--- src/rtl/uart_frame_parser.sv ---
// uart_frame_parser: assembles 10-byte command frames (55 A5 <7 body> F0)
// from the UART byte receiver and dispatches good frames either to the arm
// transmitter (body byte 0 == 0x00) or to the I2C motor controller.
// Optional build macro FRAME_CHECKSUM_EN: body byte 6 must equal the XOR of
// body bytes 0..5, otherwise the frame is rejected with frame_err.
module uart_frame_parser #(
  parameter int TIMEOUT_CYCLES = 200000,
  parameter int CNT_W          = 24
) (
  input  logic        Clk,
  input  logic        Rst,
  input  logic [7:0]  rx_data,
  input  logic        rx_done,
  output logic [79:0] arm_frame,
  output logic        arm_valid,
  input  logic        arm_ready,
  output logic [55:0] motor_cmd,
  output logic        motor_valid,
  input  logic        motor_ready,
  output logic        frame_err,
  output logic [7:0]  drop_cnt
);

  typedef enum logic [1:0] {IDLE, HDR2, BODY, TAIL} state_t;

  localparam logic [7:0]       HDR_A   = 8'h55;
  localparam logic [7:0]       HDR_B   = 8'hA5;
  localparam logic [7:0]       TAIL_B  = 8'hF0;
  localparam logic [CNT_W-1:0] TMO_LAST = CNT_W'(TIMEOUT_CYCLES - 1);

  state_t           state;
  logic [2:0]       idx;
  logic [55:0]      body;     // shifted in MSB-first: body byte 0 ends up in [55:48]
  logic [CNT_W-1:0] tmo_cnt;
  logic             ck_ok;

  // body byte 6 integrity check (tautologically true when the check is built out)
`ifdef FRAME_CHECKSUM_EN
  always_comb begin
    ck_ok = (body[7:0] == (body[55:48] ^ body[47:40] ^ body[39:32] ^
                           body[31:24] ^ body[23:16] ^ body[15:8]));
  end
`else
  always_comb begin
    ck_ok = 1'b1;
  end
`endif

  // frame FSM, timeout counter, output channels and drop counter
  always_ff @(posedge Clk or posedge Rst) begin
    if (Rst) begin
      state       <= IDLE;
      idx         <= '0;
      body        <= '0;
      tmo_cnt     <= '0;
      arm_frame   <= '0;
      arm_valid   <= 1'b0;
      motor_cmd   <= '0;
      motor_valid <= 1'b0;
      frame_err   <= 1'b0;
      drop_cnt    <= '0;
    end else begin
      frame_err <= 1'b0;

      // handshake completes on valid&ready; a dispatch below may re-set valid
      if (arm_valid && arm_ready)     arm_valid   <= 1'b0;
      if (motor_valid && motor_ready) motor_valid <= 1'b0;

      if (state == IDLE) begin
        tmo_cnt <= '0;
        if (rx_done && rx_data == HDR_A) state <= HDR2;
      end else if (rx_done) begin
        // a byte arriving on the expiry cycle wins over the timeout
        tmo_cnt <= '0;
        case (state)
          HDR2: begin
            if (rx_data == HDR_B) begin
              state <= BODY;
              idx   <= '0;
            end else if (rx_data != HDR_A) begin
              state     <= IDLE;
              frame_err <= 1'b1;
            end
          end
          BODY: begin
            body <= {body[47:0], rx_data};
            idx  <= idx + 3'd1;
            if (idx == 3'd6) state <= TAIL;
          end
          TAIL: begin
            state <= IDLE;
            if (rx_data == TAIL_B && ck_ok) begin
              if (body[55:48] == 8'h00) begin
                if (arm_valid) begin
                  if (drop_cnt != 8'hFF) drop_cnt <= drop_cnt + 8'd1;
                end else begin
                  arm_valid <= 1'b1;
                  arm_frame <= {HDR_A, HDR_B, body, TAIL_B};
                end
              end else begin
                if (motor_valid) begin
                  if (drop_cnt != 8'hFF) drop_cnt <= drop_cnt + 8'd1;
                end else begin
                  motor_valid <= 1'b1;
                  motor_cmd   <= body;
                end
              end
            end else begin
              frame_err <= 1'b1;
            end
          end
          default: state <= IDLE;
        endcase
      end else if (tmo_cnt == TMO_LAST) begin
        // counter would reach TIMEOUT_CYCLES with no byte: abort the frame
        state     <= IDLE;
        tmo_cnt   <= '0;
        frame_err <= 1'b1;
      end else begin
        tmo_cnt <= tmo_cnt + 1'b1;
      end
    end
  end

endmodule
--- config.mk ---
export PLATFORM = sky130hd
export DESIGN_NAME = uart_frame_parser
export DESIGN_NICKNAME = d
export VERILOG_FILES = /design/src/rtl/uart_frame_parser.sv
export SDC_FILE = /design/constraint.sdc
export NUM_CORES = 1
export LEC_CHECK = 0
export CORE_UTILIZATION = 30
export DETAILED_ROUTE_END_ITERATION = 12
export SYNTH_ARGS = -nofsm -noshare
export SYNTH_HDL_FRONTEND = slang
export SYNTH_SLANG_ARGS = --single-unit
--- constraint.sdc ---
create_clock -name Clk -period 9.1 [get_ports Clk]
set_input_delay 2.73 -clock Clk [delete_from_list [all_inputs] [get_ports Clk]]
set_output_delay 2.73 -clock Clk [all_outputs]
set_load 0.01 [all_outputs]
==> metrics.md, run 1 <==
| Metric | Value |
|---|---|
| Post-synth EDFFs | `0` |
| Final TNS setup | `0 ns` |
| Post-Route WL | `18.4 mm` |
| Critical Path Max Stage Delay | `0.75 ns` |
| Seq/Total Area, Yosys | `61.5%` |
| Crit. End Element | `register` |
| Required time at the worst-slack endpoint | `9.48 ns` |
| Ys async rst share | `100%` |
| Internal | `0.00160 W` |
| Clock slew at reported path FFs | `0.06 ns` |
| Cts repair resizes | `0` |
| Die X | `170 um` |
| Detailed placement HPWL | `12.0 mm` |
| FF+latch area | `5230 um2` |
| Core Box Area | `27900 um2` |
| Share of cells above drive strength 1 | `27.8%` |
| Clock root cell | `clkbuf_16` |
| Max FO, Critical Path | `58` |
| Hold bufs inserted after CTS | `0` |
| Wire per inst | `16.2 um` |
| Switch share | `21.8%` |
| Hold/Removal Path Class | `reg -> reg` |
| Max IR drop VDD | `0.000163 V` |
| Syn Area/Cell | `14.2 um2` |
| DRT Pass-1 Iters | `4` |
| Vias per cell | `4.48` |
| Total power of the final layout | `0.00205 W` |
| Max frequency | `217 MHz` |
| Clock Sinks | `209` |
| Cell leakage power | `5.26 nW` |
| Cell Rows | `61` |
| Layout area overhead | `30.3%` |
| Rel. slew slack | `30.0%` |
| CTS Buf Count | `24` |
| Placer congestion estimate | `0.787` |
| WP data arrival | `4.99 ns` |
| Maxcap violations | `0` |
| Crit path kind | `in -> reg` |
| Synth cell types | `38` |
| Wire length of the first global-routing pass | `29.4 mm` |
| Chip Height | `170 um` |
| CTS tree | `done` |
| # nets final | `759` |
| Synth warnings | `0` |
| Fin crit period | `4.61 ns` |
| Clk buf depth | `3` |
| IO Count | `160` |
| Clk pwr share | `48.6%` |
| Slew Limit Fails | `0` |
| NetSw | `0.000448 W` |
| Synth Flop Type | `dfrtp_1` |
| Overall Global Routing Usage | `13.0%` |
| RSZ-0062 raised after global routing | `no` |
| Final Hold Viols | `0` |
| Cells after synthesis | `597` |
| Antenna cells | `0` |
| DRT antenna net count | `0` |
| Area occupied by multi-input gates | `3000 um2` |
| Fillers | `2593` |
| Power per Cell Area | `185 nW/um2` |
| Combinational share of power | `4.1%` |
| Syn Std Cell Area | `8500 um2` |
| Die footprint | `29000 um2` |
| Critical path cell sequence | `clkdlybuf4s50_1 -> nor2b_1 -> nand4_1 -> or3_4 -> mux2_4` |
| Setup repair bufs after CTS | `0` |
| H-tree Lvls | `1` |
| Status | `finished clean` |
| # port buffers | `147` |
| Setup violations, final | `0` |
| Drt first-iter violations | `222` |
| Vias in the first global route | `5220` |
| DR vias | `5081` |
| Initial antenna violation count | `0` |
| CP startpoint kind | `input port` |
| Clock Latency Late Sink | `0.50 ns` |
| Sequential group share of total power | `47.3%` |
| Crit path max-delay cell type | `or3_4` |
| Largest net degree at the start of global routing | `139` |
| Clk_skew | `0.0113 ns` |
| # DRC | `0` |
| Fin crit share | `50.6%` |
| Least-Margin Pin Slew | `1.04 ns` |
| Grt total ovfl | `0` |
| Starting Density | `30.5%` |
| FF+latch count, synth | `209` |
[sequential cells by signal, summed over array words and instances, names as in the netlist, 2 cells and up]
| signal | cells |
|---|---|
| body | 56 |
| state | 2 |
| tmo_cnt | 24 |
| idx | 3 |
| drop_cnt | 8 |
| arm_frame | 57 |
| motor_cmd | 56 |
[cells in the mapped netlist, types with 8 or more instances]
cell type	number	area share [%]
clkbuf_1	11	0.49
nand3_1	8	0.47
and3_1	8	0.59
dfrtp_1	209	61
buf_2	10	0.59
buf_4	23	2.0
ha_1	8	1.2
xor2_1	12	1.2
nand2_1	20	0.88
inv_1	9	0.40
nand4_1	12	0.88
xnor2_1	17	1.8
and2_1	10	0.74
mux2_2	151	20
mux2_4	10	1.8
nor2_1	30	1.3
[cell families after synthesis]
kind of cell / synth area share, %
flip-flops: 61.5
multiplexers: 21.9
buffers and inverters: 3.77
AO/OA/AOI/OAI: 1.38
adder cells (fa/ha/maj): 1.18
XOR/XNOR: 2.99
other: 0.0441
AND/OR/NAND/NOR: 7.27
[layer usage]
layer | part of all wire, % | vias to the layer above | GRT usage (%)
li1 | - | 2341 | -
met1 | 47 | 2580 | 17.8
met4 | 1.8 | 0 | 3.45
met3 | 5.4 | 25 | 2.51
met5 | 0 | - | 0
met2 | 46 | 135 | 20.9
[per-stage QoR]
step	hold slack (ns)	std cells	utilization, %	area, um2	setup WS (ns)
4_1_cts	0.497	1133	39.8	11100	4.52
5_1_grt	0.511	1133	39.8	11100	4.30
2_1_floorplan	0.455	608	-	8550	0.661
3_3_place_gp	0.473	1090	36.8	10200	4.02
6_report	0.490	1133	39.8	11100	4.49
3_5_place_dp	0.477	1090	36.8	10200	3.99
[layout by cell type, fill, tap and decap left out, types with 2 or more instances in the layout]
cell,n
and3_1,8
o21ai_0,6
mux2_4,10
dfrtp_1,209
and4_1,3
inv_1,8
nor2b_1,2
xor2_1,12
mux2_2,151
nand4_1,12
nor3_1,4
clkinv_4,2
and2_1,10
or2_2,2
a21oi_1,4
clkinv_2,4
conb_1,12
ha_1,8
clkdlybuf4s50_1,147
a211o_1,2
nor4_1,6
clkbuf_16,25
nand2b_1,3
clkbuf_1,3
xnor2_1,17
nor4bb_1,4
buf_4,3
bufinv_16,3
nand2_1,20
clkbuf_8,5
nand3_1,8
nor2_1,30
[critical path, delay by kind of cell]
kind	cells	cell delay, ns
multiplexers	1	0.42
AND/OR/NAND/NOR	3	1.20
buffers and inverters	1	0.60
[final timing paths]
check	from	endpoint	slack [ns]	depth (start not counted)
max reg2reg	body[48]	motor_cmd[39]	6.35	5
min in group asynchronous	Rst	drop_cnt[6]	2.85	2
min	arm_frame[57]	arm_frame[57]	0.49	1
min reg2reg	arm_frame[57]	arm_frame[57]	0.49	1
max in group asynchronous	Rst	tmo_cnt[10]	4.68	3
max	rx_done	arm_frame[22]	4.49	5
[layout make-up]
cell class | count | area share (%)
flip-flops and latches | 209 | 47.2
multi-input cells | 344 | 27.1
repair buffers | 150 | 13.5
clock buffers | 33 | 6.37
well taps | 378 | 4.27
clock inverters | 10 | 1.22
inverters | 9 | 0.373
[power groups by stage]
stage,Clock [W],Combinational [W],Sequential (W)
floorplan,0,0.0000648,0.000975
global placement,0,0.0000847,0.000988
global route,0.00107,0.0000970,0.000973
detailed placement,0,0.0000866,0.000988
CTS,0.00103,0.0000867,0.000971
finish,0.000998,0.0000838,0.000970
(Power assumes the default switching activity.)
==> inputs of run 2 (changes only) <==
- clock period: 9.1 -> 4 ns (I/O delays scaled with it)
==> run 2 against run 1 <==
Register-to-register slack got worse by 5.0 ns. First-iteration DRC count shrank 12%. Critical path depth did not move. Global-route usage rose by 0.18 points. Sequential share of layout area is 0.16 points lower. Final cell count unchanged. Wire length is 2.2% higher. Worst hold slack got worse by 0.0039 ns. Final area rose by 0.35%. Largest cell class unchanged. Core utilization increased by 0.14 points.
==> metrics.md, run 2 (synthesis results as in run 1) <==
| Metric | Value |
|---|---|
| Die footprint | `29000 um2` |
| Top reg by flops | `arm_frame` |
| Cell Rows | `61` |
| H-tree Lvls | `1` |
| CP startpoint kind | `input port` |
| Share of cells above drive strength 1 | `27.7%` |
| Largest net degree at the start of global routing | `65` |
| Crit path kind | `in -> reg` |
| DRT antenna net count | `0` |
| Max IR drop VDD | `0.000241 V` |
| Slew Limit Fails | `0` |
| Biggest regs | `arm_frame: 57 flops, body: 56 flops, motor_cmd: 56 flops` |
| CTS Buf Count | `24` |
| Most common cell after layout, fill and taps aside | `dfrtp_1` |
| Setup repair bufs after CTS | `0` |
| Starting Density | `30.5%` |
| Largest register FFs | `57` |
| Slack of the critical path | `0.906 ns` |
| Hold/Removal Path Class | `reg -> reg` |
| Grt total ovfl | `0` |
| Least-Margin Pin Slew | `1.10 ns` |
| Wire length of the first global-routing pass | `29.6 mm` |
| Core Box Area | `27900 um2` |
| Cell leakage power | `5.28 nW` |
| Placer congestion estimate | `0.780` |
| Status | `finished clean` |
| Final Hold Viols | `0` |
| Antenna cells | `0` |
| Total power of the final layout | `0.00460 W` |
| # port buffers | `147` |
| RSZ-0062 raised after global routing | `no` |
| Pre-CTS setup slack | `0.384 ns` |
| Maxcap violations | `0` |
| Vias per cell | `4.51` |
| Setup violations, final | `0` |
| Area occupied by multi-input gates | `3000 um2` |
| Clock slew at reported path FFs | `0.05 ns` |
| Detailed placement HPWL | `12.5 mm` |
| Crit. End Element | `register` |
| Layout area overhead | `30.7%` |
| Power per Cell Area | `414 nW/um2` |
| WP data arrival | `3.47 ns` |
| Die X | `170 um` |
| Cts repair resizes | `0` |
| Fillers | `2612` |
| # DRC | `0` |
| Required time at the worst-slack endpoint | `4.38 ns` |
| Clock Sinks | `209` |
| Clock Latency Late Sink | `0.50 ns` |
| Wire per inst | `16.6 um` |
| Overall Global Routing Usage | `13.2%` |
| # nets final | `762` |
| Rel. slew slack | `25.9%` |
| Clk_skew | `0.0107 ns` |
| Drt first-iter violations | `195` |
| FF+latch area | `5230 um2` |
| Clock root cell | `clkbuf_16` |
| IO Count | `160` |
| Hold bufs inserted after CTS | `0` |
| Max FO, Critical Path | `58` |
| Post-Route WL | `18.8 mm` |
| Max frequency | `323 MHz` |
| Fin crit share | `77.3%` |
| DR vias | `5113` |
| Initial antenna violation count | `0` |
| Final TNS setup | `0 ns` |
| Commonest non-fill, non-tap cells in the layout | `dfrtp_1, mux2_2, clkdlybuf4s50_1` |
| Vias in the first global route | `5204` |
| DRT Pass-1 Iters | `4` |
| Chip Height | `170 um` |
| Clk buf depth | `3` |
| Fin crit period | `3.09 ns` |
| CTS tree | `done` |
run 2: worst paths after layout:
check | from | to | slack (ns) | cells after the start
worst max register to register | body[48] | arm_frame[23] | 1.36 | 4
max in group asynchronous | Rst | motor_cmd[22] | 2.19 | 3
worst min register to register | drop_cnt[6] | drop_cnt[6] | 0.49 | 1
worst max-delay path | rx_done | arm_frame[23] | 0.91 | 5
min in group asynchronous | Rst | idx[0] | 1.10 | 2
worst min-delay path | drop_cnt[6] | drop_cnt[6] | 0.49 | 1
run 2: layer usage:
metal / part of all wire [%] / up-vias / global-route usage [%]
met5: 0 / - / 0
met4: 1.7 / 0 / 3.49
met3: 5.1 / 26 / 2.81
met2: 46 / 141 / 20.8
met1: 47 / 2606 / 18.3
li1: - / 2340 / -
run 2: worst max-delay path, stage by stage:
cell	delay, ns
clkdlybuf4s50_1	0.59
nor2b_1	0.24
nand4_1	0.22
or3_4	0.76
mux2_4	0.42
run 2: report_power, final:
part | total, W | switching, W | internal [W]
clock network | 0.00219 | 0.000822 | 0.00137
registers | 0.00221 | 0.0000575 | 0.00215
logic | 0.000200 | 0.000125 | 0.0000749
total | 0.00460 | 0.00100 | 0.00360
run 2: through the flow:
step	hold slack [ns]	utilization (%)	instances	instance area [um2]
5_1_grt	0.519	39.9	1133	11100
3_5_place_dp	0.474	37.0	1093	10300
3_3_place_gp	0.471	37.0	1093	10300
6_report	0.486	39.9	1133	11100
2_1_floorplan	0.455	-	608	8550
4_1_cts	0.490	39.9	1133	11100
run 2: area by class of cell:
| cell class | count | share of cell area (%) |
|---|---|---|
| tap | 378 | 4.25 |
| multi-input combinational | 344 | 27.0 |
| sequential | 209 | 47.0 |
| inverter | 9 | 0.338 |
| clock buffer | 35 | 6.50 |
| timing repair buffer | 153 | 14.2 |
| clock inverter | 5 | 0.675 |
==> inputs of run 3 (changes only) <==
- clock period: 4 -> 3.1 ns (I/O delays scaled with it)
==> run 3 against run 2 <==
First-iteration DRC count increased by 62%. Clock skew increased by 0.0043 ns. Total power increased by 32%. Sequential power increased by 29%. Worst hold slack got worse by 0.0060 ns. Final cell count increased by 1.6%. Count of clock-buffer cells in the layout decreased by 1. Critical path depth decreased by 4. Critical path type is now reg -> out.
==> metrics.md, run 3 (synthesis results as in run 1) <==
| Metric | Value |
|---|---|
| Status | `finished clean` |
| Die X | `170 um` |
| Biggest regs | `arm_frame: 57 flops, body: 56 flops, motor_cmd: 56 flops` |
| Hold bufs inserted after CTS | `0` |
| Pre-CTS setup slack | `0.0382 ns` |
| Commonest non-fill, non-tap cells in the layout | `dfrtp_1, mux2_2, clkdlybuf4s50_1` |
| RSZ-0062 raised after global routing | `no` |
| Final Hold Viols | `0` |
| WHS Path Cells | `1` |
| Core Box Area | `27900 um2` |
| H-tree Lvls | `1` |
| Hold_ws | `0.480 ns` |
| Overall Global Routing Usage | `12.9%` |
| Clock Sinks | `209` |
| Initial antenna violation count | `0` |
| Top reg by flops | `arm_frame` |
| Largest net degree at the start of global routing | `81` |
| Least-Margin Pin Slew | `0.576 ns` |
| Cell Rows | `61` |
| IO Count | `160` |
| Die footprint | `29000 um2` |
| Post-Route WL | `18.4 mm` |
| Crit path kind | `reg -> out` |
| Crit path max-delay cell type | `clkdlybuf4s50_1` |
| Reg2Reg Setup Slack | `0.80 ns` |
| # port buffers | `147` |
| Max frequency | `390 MHz` |
| Hold_sp | `tmo_cnt[0]` |
| Placed Area | `10400 um2` |
| CTS Buf Count | `24` |
| Required time at the worst-slack endpoint | `2.17 ns` |
| Hold/Removal Path Class | `reg -> reg` |
| Drt first-iter violations | `316` |
| Max FO, Critical Path | `13` |
| Critical path cell sequence | `clkdlybuf4s50_1` |
| Fillers | `2637` |
| Share of cells above drive strength 1 | `29.5%` |
| Chip Height | `170 um` |
| Rel. slew slack | `61.2%` |
| Power per Cell Area | `539 nW/um2` |
| Crit. End Element | `primary output` |
| Critical path depth | `1` |
| Reg2Reg Depth | `7` |
| Fin crit share | `82.7%` |
| FF+latch area | `5230 um2` |
| RR Endpoint | `arm_frame[28]` |
| Vias per cell | `4.44` |
| Cts repair resizes | `0` |
| Grt total ovfl | `0` |
| Placer congestion estimate | `0.726` |
| Max IR drop VDD | `0.000302 V` |
| DRT Pass-1 Iters | `4` |
| Worst Setup SP | `arm_frame[7]` |
| Design area | `11300 um2` |
| Clock slew at reported path FFs | `0.06 ns` |
| Wire length of the first global-routing pass | `29.5 mm` |
| Wire per inst | `15.9 um` |
| Maxcap violations | `0` |
| DRT antenna net count | `0` |
| Cell leakage power | `5.38 nW` |
| CP Buf/Inv Count | `1` |
| Critical Path Max Stage Delay | `0.61 ns` |
| Vias in the first global route | `5160` |
| Clock Latency Late Sink | `0.51 ns` |
| Largest register FFs | `57` |
| Clk buf depth | `3` |
| Fin crit period | `2.56 ns` |
| WP data arrival | `1.63 ns` |
| # DRC | `0` |
| # nets final | `776` |
| CP startpoint kind | `register` |
| CTS tree | `done` |
| Setup violations, final | `0` |
| Slew Limit Fails | `0` |
| Clk_skew | `0.0150 ns` |
| Layout area overhead | `32.7%` |
| CP delay by family, top | `buffers and inverters` |
| Antenna cells | `0` |
| Setup repair bufs after CTS | `0` |
| Detailed placement HPWL | `12.5 mm` |
| DR vias | `5107` |
| Starting Density | `30.5%` |
| WHS Endpoint | `tmo_cnt[0]` |
| FF-to-FF Start | `state[0]` |
| Area occupied by multi-input gates | `3000 um2` |
| Most common cell after layout, fill and taps aside | `dfrtp_1` |
| Slack of the critical path | `0.538 ns` |
| Clock root cell | `clkbuf_16` |
## run 3: cell count changes in the layout (fill, tap and decap cells not counted)
cell and change:
buf_4 +13, bufinv_16 +1, buf_12 +1, clkinvlp_4 +1, clkbuf_1 -1, clkinv_4 +1, clkinv_2 +2
## run 3: stage by stage
step / power (W) / setup TNS [ns] / instances / utilization [%]
2_1_floorplan: 0.00305 / -113.74 / 608 / -
3_3_place_gp: 0.00316 / 0 / 1107 / 37.5
3_5_place_dp: 0.00316 / 0 / 1107 / 37.5
4_1_cts: 0.00618 / 0 / 1151 / 40.5
5_1_grt: 0.00634 / 0 / 1151 / 40.5
6_report: 0.00609 / 0 / 1151 / 40.5
## run 3: final cells by class
class,instances,area share (%)
multi-input combinational,344,26.6
inverter,9,0.333
clock inverter,10,1.16
sequential,209,46.3
timing repair buffer,167,15.0
clock buffer,34,6.37
tap,378,4.19
## run 3: per-layer routing
metal | part of all wire, % | global-route usage, % | wire length, um | vias up
met1 | 47 | 18.3 | 8720 | 2585
met4 | 1.5 | 3.21 | 276 | 0
li1 | - | - | - | 2372
met3 | 5.4 | 2.58 | 998 | 21
met5 | 0 | 0 | 0 | -
met2 | 46 | 20.2 | 8360 | 129
## run 3: how the worst max path moves through the flow
stage,endpoint,slack [ns]
2_1_floorplan,arm_frame[10],-0.54
3_3_place_gp,arm_frame[24],0.06
3_5_place_dp,arm_frame[22],0.04
4_1_cts,arm_frame[7],0.49
5_1_grt,arm_frame[71],0.43
6_report,arm_frame[7],0.54
## run 3: report_power, final
part	internal [W]	switching [W]	total, W
clock network	0.00186	0.00112	0.00298
registers	0.00278	0.0000573	0.00284
logic	0.000106	0.000162	0.000269
